### src/rtl/down_counter_slice.sv
// down_counter_slice: cascadable down-counter slice with borrow chain; DOWN_COUNTER_SLICE_AUTORELOAD_EN adds an auto-reload register
module down_counter_slice #(
  parameter int WIDTH = 4
) (
  input  logic             clk,
  input  logic             rst,
  input  logic             clr_n,
  input  logic             load_n,
  input  logic             enp,
  input  logic             ent,
  input  logic [WIDTH-1:0] d,
  output logic [WIDTH-1:0] q,
  output logic             bo,
  output logic             tc
);
  logic [WIDTH-1:0] wrap;
  logic dec, zero;
`ifdef DOWN_COUNTER_SLICE_AUTORELOAD_EN
  logic [WIDTH-1:0] rld;
  always_ff @(posedge clk or posedge rst)
    if (rst) rld <= '0;
    else if (clr_n && !load_n) rld <= d;
  assign wrap = rld;
`else
  assign wrap = '1;
`endif
  assign dec  = enp & ent;
  assign zero = q == '0;
  assign bo   = ent & zero;
  always_ff @(posedge clk or posedge rst)
    if (rst) begin
      q  <= '0;
      tc <= 1'b0;
    end else begin
      q  <= !clr_n ? '0 : !load_n ? d : !dec ? q : zero ? wrap : q - 1'b1;
      tc <= clr_n & load_n & dec & zero;
    end
endmodule

### config.mk
export PLATFORM = sky130hd
export DESIGN_NAME = down_counter_slice
export DESIGN_NICKNAME = d
export VERILOG_FILES = /design/src/rtl/down_counter_slice.sv
export SDC_FILE = /design/constraint.sdc
export NUM_CORES = 1
export LEC_CHECK = 0
export CAP_MARGIN = 20
export CORE_AREA = 2 2 39 41
export DETAILED_ROUTE_END_ITERATION = 10
export DIE_AREA = 0 0 41 43
export DONT_BUFFER_PORTS = 1
export GPL_ROUTABILITY_DRIVEN = 0
export GPL_TIMING_DRIVEN = 0
export SLEW_MARGIN = 20
export SYNTH_ARGS = -nofsm -noshare
export SYNTH_HDL_FRONTEND = slang
export SYNTH_SLANG_ARGS = --single-unit
### constraint.sdc
create_clock -name clk -period 1.03 [get_ports clk]
set_input_delay 0.206 -clock clk [delete_from_list [all_inputs] [get_ports clk]]
set_output_delay 0.206 -clock clk [all_outputs]
set_load 0.03 [all_outputs]
==> results.txt, run 1 <==
* Run status: finished with violations
- The checks that failed: negative setup slack.
- GRT Overall Usage: 11.2%
- The synthesized netlist occupies a cell area of 309 µm².
- HPWL reported at the end of detailed placement: roughly 610 µm
* Final Skew: 0.00251 ns
* Minimum clock period after layout: 1.43 ns
- Derived from the worst setup path, the maximum achievable clock frequency is ~700 MHz.
- In the layout the commonest cells are sky130_fd_sc_hd__dfrtp_2 (4), sky130_fd_sc_hd__buf_4 (3), sky130_fd_sc_hd__nand3_2 (3), sky130_fd_sc_hd__clkbuf_4 (3).
- For the worst setup path, the data arrival time is between 1 and 1.5 ns.
* Skew-Pair Late Insertion Delay: ~0.24 ns
* Fraction of layout instances using a drive strength above 1: a little under 60%
- The number of antenna diodes in the final layout is 0.
- In this run the worst setup path begins at q[1].
* Final Max Tran Viols: 0
- The path class of the tightest hold or removal check is in -> reg.
* Highest net fanout along the worst path: 5
- Synthesis produced 34 cells.
- The number of cells on the worst reg-to-reg path is 7.
* Count of buffers inserted at the top-level ports: 0
* I/O pins: 16
- In this run the remaining antenna-violating nets after routing total 0.
- Maximum ir drop on the vdd rail: approximately 1.0 mV
- Filler cell count: about 150
- Syn-to-layout area delta: 42.9%
- After detailed routing, the number of remaining DRC violations is 0.
- The biggest area contributor in the post-synthesis netlist is sky130_fd_sc_hd__dfrtp_1.
- CTS built an H-tree with a depth of 1.
- The number of antenna violations at the first check in global routing is 0.
- TritonCTS built the clock tree.
- Summing all flip-flop and latch instances after layout gives about 130 µm².
- Worst setup margin: -0.400 ns
- The detailed router put a total of slightly above 300 µm of wire on met1.
- Sw Pwr: 0.000195 W
- Cell area after placement: 355 µm²
- Switching part of the total power: approximately 31%
- Most common cell after layout, fill and taps aside: sky130_fd_sc_hd__dfrtp_2
- Of the synthesized area, sequential elements account for 40.5%.
- After synthesis, the netlist uses 20 different library cells.
- When the netlist entered floorplanning its net count stood at 45.
* Die boundary width: around 41 µm
* Clock-pin slew of the registers on the worst-case setup and hold paths: about 0.04 ns
* Clock group share of total power: 36.4%
- Top layer used by detailed routing: met3
- Averaged over all synthesized cells, the footprint is 9.09 µm².
- Across the run, the number of max-cap violations was 0.
- The startpoint identified for the worst register-to-register timing path is q[1].
* Design internal power: roughly 0.00043 W
- After the first detailed-routing iteration, the DRC count stood at 0.
- In the final layout, the multi-input gates occupy just over 200 µm².
- Endpoint of the most critical setup path: bo
- Met3 WL post-DR: 57 µm
- Of the post-synthesis cell area, the dominant cell type holds approximately 40%.
* Via count: roughly 260
- Largest net degree at the start of global routing: 10
- Overflow after GRT: 0
- The first global-routing pass estimated about 1.2 mm of wire.
* Sum of negative setup slack: -1.51 ns
* Clock Tree Root: sky130_fd_sc_hd__clkbuf_4
* Worst reg2reg path endpoint: q[2]
* Met2 wire len: roughly 430 µm
* LEAKAGE: roughly 0.18 nW
- After routing the design area is approximately 440 µm².
- Of the total power, registers draw 41.6%.
* Total clock sinks: 5
* Setup repair after global routing missed its margin: true
* Comb pwr share: approximately 22%
- For the pin with the worst max-slew slack, the measured transition is approximately 0.28 ns.
- Crit path capture type: output pin
- Worst setup SP type: flop
- The Yosys step of the flow raised 0 warnings.
- Clock tree synthesis inserted a total of 3 buffers.
- Clk buf depth: 2
* Final period utilization: 139%
- Power spread over the standard cell area amounts to around 1400 nW/µm².
- Floorplan die area: 1760 µm²
* #FFs+latches synth: 5
- Floorplan Core Area: about 1400 µm²
- Measured against its own limit, the worst slew margin works out to between 80% and 90%.
- For flop-to-flop paths, the worst setup slack is -0.36 ns.
- Site row count: 14
- Data required time at the worst endpoint: ~0.82 ns
* Routed length per instance: between 10 and 15 µm
* Wire length after detailed routing: about 790 µm
- For this run, the detailed router's first-pass iteration total came to 1.
- Vias in the first global route: around 300
- Final-stage net count: 54
- Vert. Die Dim: ~43 µm
- Number of hold-slack violations in the final timing report: 0
- Via density: approximately 4.5
- Synth area leaders: sky130_fd_sc_hd__dfrtp_1 (40%), sky130_fd_sc_hd__o41ai_2 (5.3%), sky130_fd_sc_hd__nand3_1 (4.9%)
* Starting density of the core: around 22%
- Setup violations remaining at the end of the flow were counted as 6.
- Crit Path Category: reg -> out
[logic make-up after synthesis]
kind of cell	synth area share, %
flip-flops	40.5
buffers and inverters	7.29
AO/OA/AOI/OAI	23.5
AND/OR/NAND/NOR	19.0
XOR/XNOR	5.67
adder cells (fa/ha/maj)	4.05
[cell usage after synthesis]
master                      n
sky130_fd_sc_hd__a211oi_2   1
sky130_fd_sc_hd__a21o_2     1
sky130_fd_sc_hd__a21oi_1    2
sky130_fd_sc_hd__a31oi_1    1
sky130_fd_sc_hd__and3_2     1
sky130_fd_sc_hd__buf_4      1
sky130_fd_sc_hd__dfrtp_1    5
sky130_fd_sc_hd__ha_1       1
sky130_fd_sc_hd__inv_1      4
sky130_fd_sc_hd__nand2_1    2
sky130_fd_sc_hd__nand2_2    1
sky130_fd_sc_hd__nand2b_1   1
sky130_fd_sc_hd__nand3_1    3
sky130_fd_sc_hd__nor2_1     3
sky130_fd_sc_hd__nor3_1     1
sky130_fd_sc_hd__o2111ai_1  1
sky130_fd_sc_hd__o21ai_0    2
sky130_fd_sc_hd__o41ai_2    1
sky130_fd_sc_hd__xnor2_1    1
sky130_fd_sc_hd__xor2_1     1
[metal layers]
layer / GRT usage (%) / vias to the layer above
met5: 0 / -
met4: 0 / 0
met3: 9.95 / 0
met2: 19.1 / 7
met1: 10.1 / 121
li1: - / 135
[what timing repair did]
item | CTS | global route
setup endpoints to repair | 6 | 6
gates cloned | 0 | 0
hold buffers | 1 | 0
pin swaps | 6 | 5
gates resized for setup | 3 | 3
endpoints found under the hold margin | 5 | 0
buffers inserted | 2 | 1
[power groups by stage]
stage | sequential (W) | clock, W | combinational [W]
6_report | 0.000259 | 0.000227 | 0.000137
5_1_grt | 0.000261 | 0.000266 | 0.000150
4_1_cts | 0.000258 | 0.000243 | 0.000124
3_5_place_dp | 0.000261 | 0 | 0.000106
3_3_place_gp | 0.000261 | 0 | 0.0000992
2_1_floorplan | 0.000255 | 0 | 0.0000892
[cell type report]
| class | instances | area share [%] |
|---|---|---|
| Buffer | 1 | 1.70 |
| Clock buffer | 4 | 5.95 |
| Inverter | 4 | 3.40 |
| Multi-Input combinational cell | 24 | 46.7 |
| Sequential cell | 5 | 29.5 |
| Tap cell | 16 | 4.53 |
| Timing Repair Buffer | 4 | 8.22 |
[sequential cells by signal, summed over array words and instances (netlist names)]
signal  cells
tc          1
q           4
[how the worst min path moves through the flow]
stage	cells past startpoint	to	startpoint
after global routing	2	q[1]	d[1]
final	2	q[2]	clr_n
after global placement	1	tc	rst
after floorplan	1	tc	rst
after detailed placement	1	tc	rst
after CTS	2	q[2]	clr_n
[through the flow]
step                      utilization [%]  power [W]  worst slack (ns)  instances  hold WS, ns
after floorplan                         -   0.000345            -0.118         34      -0.0158
after global placement               25.7   0.000360            -0.158         50     0.000566
after detailed placement             25.7   0.000367            -0.175         50      0.00780
after CTS                            30.5   0.000625            -0.415         57       0.0857
after global routing                 31.9   0.000678            -0.440         58       0.0846
final                                31.9   0.000624            -0.400         58       0.0932
[critical path, cell delays in order, from the launching register on]
cell and delay (ns):
sky130_fd_sc_hd__dfrtp_2 0.50, sky130_fd_sc_hd__inv_2 0.11, sky130_fd_sc_hd__ha_4 0.14, sky130_fd_sc_hd__and3_4 0.24
No activity file was read; power rests on OpenSTA's default activity.
==> run 2, diff against run 1 <==
- PLACE_DENSITY_LB_ADDON: default -> 0.1
==> run 2 against run 1 <==
The flow still finishes with violations (negative setup slack). Core utilization grew 0.54 points. Routed wire length shrank 4.2%. First-iteration DRC count grew 5. Critical endpoint unchanged. Largest cell class unchanged.
==> results.txt, run 2 (synthesized netlist as in run 1, its figures left out) <==
- TritonCTS built the clock tree.
- The aggregate global-route resource usage was 10.6% (-0.62 points).
* HPWL reported at the end of detailed placement: 606 µm (+0.12%)
- Number of detailed-routing iterations run before antenna repair: 2 (+1)
- Minimum clock period after layout: 1.42 ns (-0.0144 ns)
* Worst path max stage delay: 0.50 ns (about the same)
- Number of cells in the finished layout apart from fillers: 58 (unchanged)
* LEAKAGE: 0.181 nW (+2.5%)
* Setup repair after global routing missed its margin: true
* Sequential share of power: 41.9% (+0.3 points)
* Final Max Tran Viols: 0 (unchanged)
* Critical path, cell by cell: inv_2 -> ha_4 -> and3_4
- Largest register FFs: 4 (unchanged)
- Final-report setup violation count: 6 (unchanged)
* Final Skew: 0.00333 ns (+0.000824 ns)
- Final ANT Viol Nets: 0 (unchanged)
- The data arrival time of the critical path is 1.21 ns (about the same).
* Clock Tree Root: sky130_fd_sc_hd__clkbuf_4
* Number of antenna violations at the first check in global routing: 0 (unchanged)
* Clk buf depth: 2 (unchanged)
- Crit Path Category: reg -> out
- Gate family responsible for the most delay along the worst path: flip-flops
* Fraction of layout instances using a drive strength above 1: 64.3% (+4.8 points)
- Maximum clock frequency: 706 MHz (+1.0%)
- I/O pins: 16 (unchanged)
- Floorplan die area: 1760 µm² (unchanged)
* H-tree level count: 1 (unchanged)
- Vias in the first global route: 298 (-1.0%)
- The antenna diode instance count came to 0 (unchanged).
- The total CTS buffers came to 3 (unchanged).
- The area inside the core boundary is 1380 µm² (unchanged).
- The total overflow reported by the global router is 0 (unchanged).
- Worst setup SP type: flop
- The internal power is 0.000426 W (-0.61%).
- Number of hold-slack violations in the final timing report: 0 (unchanged)
* Vert. Die Dim: 43 µm (unchanged)
- Crit path capture type: output pin
* Class of the tightest hold or removal check: in -> reg
* Starting density of the core: 22.3% (unchanged)
- Number of placed instances, taps included: 50 (unchanged)
- Top library cells by usage in the layout, fill and taps aside: sky130_fd_sc_hd__buf_4 (4), sky130_fd_sc_hd__dfrtp_2 (4), sky130_fd_sc_hd__nand3_2 (3), sky130_fd_sc_hd__clkbuf_4 (3)
- The switching share of power came to 31.1% (-0.095 points).
* Comb pwr share: 21.6% (-0.4 points)
- The slew at the pin closest to its max-slew limit came to 0.273 ns (-0.00383 ns).
- The total placed instance area came to 355 µm² (unchanged).
* Wire length after detailed routing: 761 µm (-4.2%)
* Maximum ir drop on the vdd rail: 0.811 mV (-21%)
- The total vias in the final route is 276 (+4.9%).
* Maxcap violations: 0 (unchanged)
- Run status: finished with violations
- Final period utilization: 137% (-1.4 points)
- The placement-stage worst setup slack was -0.179 ns (-0.00392 ns).
- Routed length per instance: 13.1 µm (-4.2%)
* Die boundary width: 41 µm (unchanged)
- The sum of buffers and inverters on the critical path came to 1 (unchanged).
* Power per cell area: 1380 nW/µm² (-2.4%)
- The worst max-slew margin expressed relative to the limit is 81.8% (+0.26 points).
- The row count came to 14 (unchanged).
* Worst-path cell with the longest stage delay: sky130_fd_sc_hd__dfrtp_2
* Register containing the most flip-flops in the final layout: q
- Count of buffers inserted at the top-level ports: 0 (unchanged)
- The register-to-register setup slack is -0.25 ns (+0.11 ns).
* Largest net degree at the start of global routing: 10 (unchanged)
* Data required time at the worst endpoint: 0.82 ns (about the same)
- The number of sinks on the clock net was 5 (unchanged).
- The number of nets in the layout came to 54 (unchanged).
- The wire length of the first global-routing pass came to 1.20 mm (-3.8%).
- Sw Pwr: 0.000193 W (-1.1%)
- The initial DRC count is 5 (+5).
- The CTS clock-pin slew for the worst setup and hold paths is 0.04 ns (about the same).
* Syn-to-layout area delta: 45.3%
* Clock group share of total power: 36.5% (about the same)
- Skew-Pair Late Insertion Delay: 0.24 ns (about the same)
- Drt drc: 0 (unchanged)
- The final reports fail on negative setup slack.
- The top fanout value on the critical path was 4 (-1).
- The largest registers in the layout are q (4), tc (1).
* Area of all placed cells without fillers: 449 µm² (+1.7%)
- The post-route worst setup slack was -0.386 ns (+0.0144 ns).
- The number of vias per cell after detailed routing was 4.76 (+4.9%).
## run 2: routing by layer
metal	up-vias	GRT usage, %	wire, µm
met5	-	0	0
met4	0	2.00	0
met3	0	8.38	90
met2	16	14.1	344
met1	126	13.3	326
li1	134	-	-
## run 2: final timing paths
kind / startpoint / end / cells past startpoint
max: q[0] / bo / 3
min: clr_n / tc / 2
max reg2reg: q[0] / q[2] / 6
min reg2reg: q[3] / q[3] / 2
max in group asynchronous: rst / q[1] / 2
min in group asynchronous: rst / tc / 2
## run 2: timing repair
item | 4_1_cts | 5_1_grt
buffers inserted | 2 | 1
pin swaps | 7 | 4
hold buffers | 1 | 0
resized for setup | 5 | 2
endpoints found under the setup margin | 6 | 6
hold endpoints to repair | 5 | 0
## run 2: layout make-up
type	instances	area, µm²
timing repair buffer	4	32.5
sequential	5	130
multi-input combinational	24	218
buffer	1	7.51
clock buffer	4	26.3
tap	16	20.0
fill	151	935
inverter	4	15.0
## run 2: worst reg2reg max path, stage by stage (launching register included)
cell and delay, ns:
sky130_fd_sc_hd__dfrtp_2 0.50, sky130_fd_sc_hd__inv_2 0.09, sky130_fd_sc_hd__ha_4 0.16, sky130_fd_sc_hd__buf_4 0.14
sky130_fd_sc_hd__nand3_2 0.06, sky130_fd_sc_hd__xor2_1 0.14, sky130_fd_sc_hd__a21oi_1 0.08
## run 2: metrics by stage
step / hold slack [ns] / utilization, % / TNS, ns / power, W
4_1_cts: 0.108 / 31.3 / -1.30 / 0.000625
3_3_place_gp: 0.00421 / 25.7 / -0.703 / 0.000363
6_report: 0.114 / 32.5 / -1.27 / 0.000619
5_1_grt: 0.108 / 32.5 / -1.65 / 0.000669
2_1_floorplan: -0.0158 / - / -0.329 / 0.000345
3_5_place_dp: 0.00560 / 25.7 / -0.751 / 0.000364
## run 2: power by group through the flow
stage,Clock (W),Combinational [W],Sequential (W)
3_5_place_dp,0,0.000102,0.000262
6_report,0.000226,0.000134,0.000259
2_1_floorplan,0,0.0000892,0.000255
5_1_grt,0.000256,0.000152,0.000261
3_3_place_gp,0,0.000103,0.000261
4_1_cts,0.000238,0.000127,0.000259
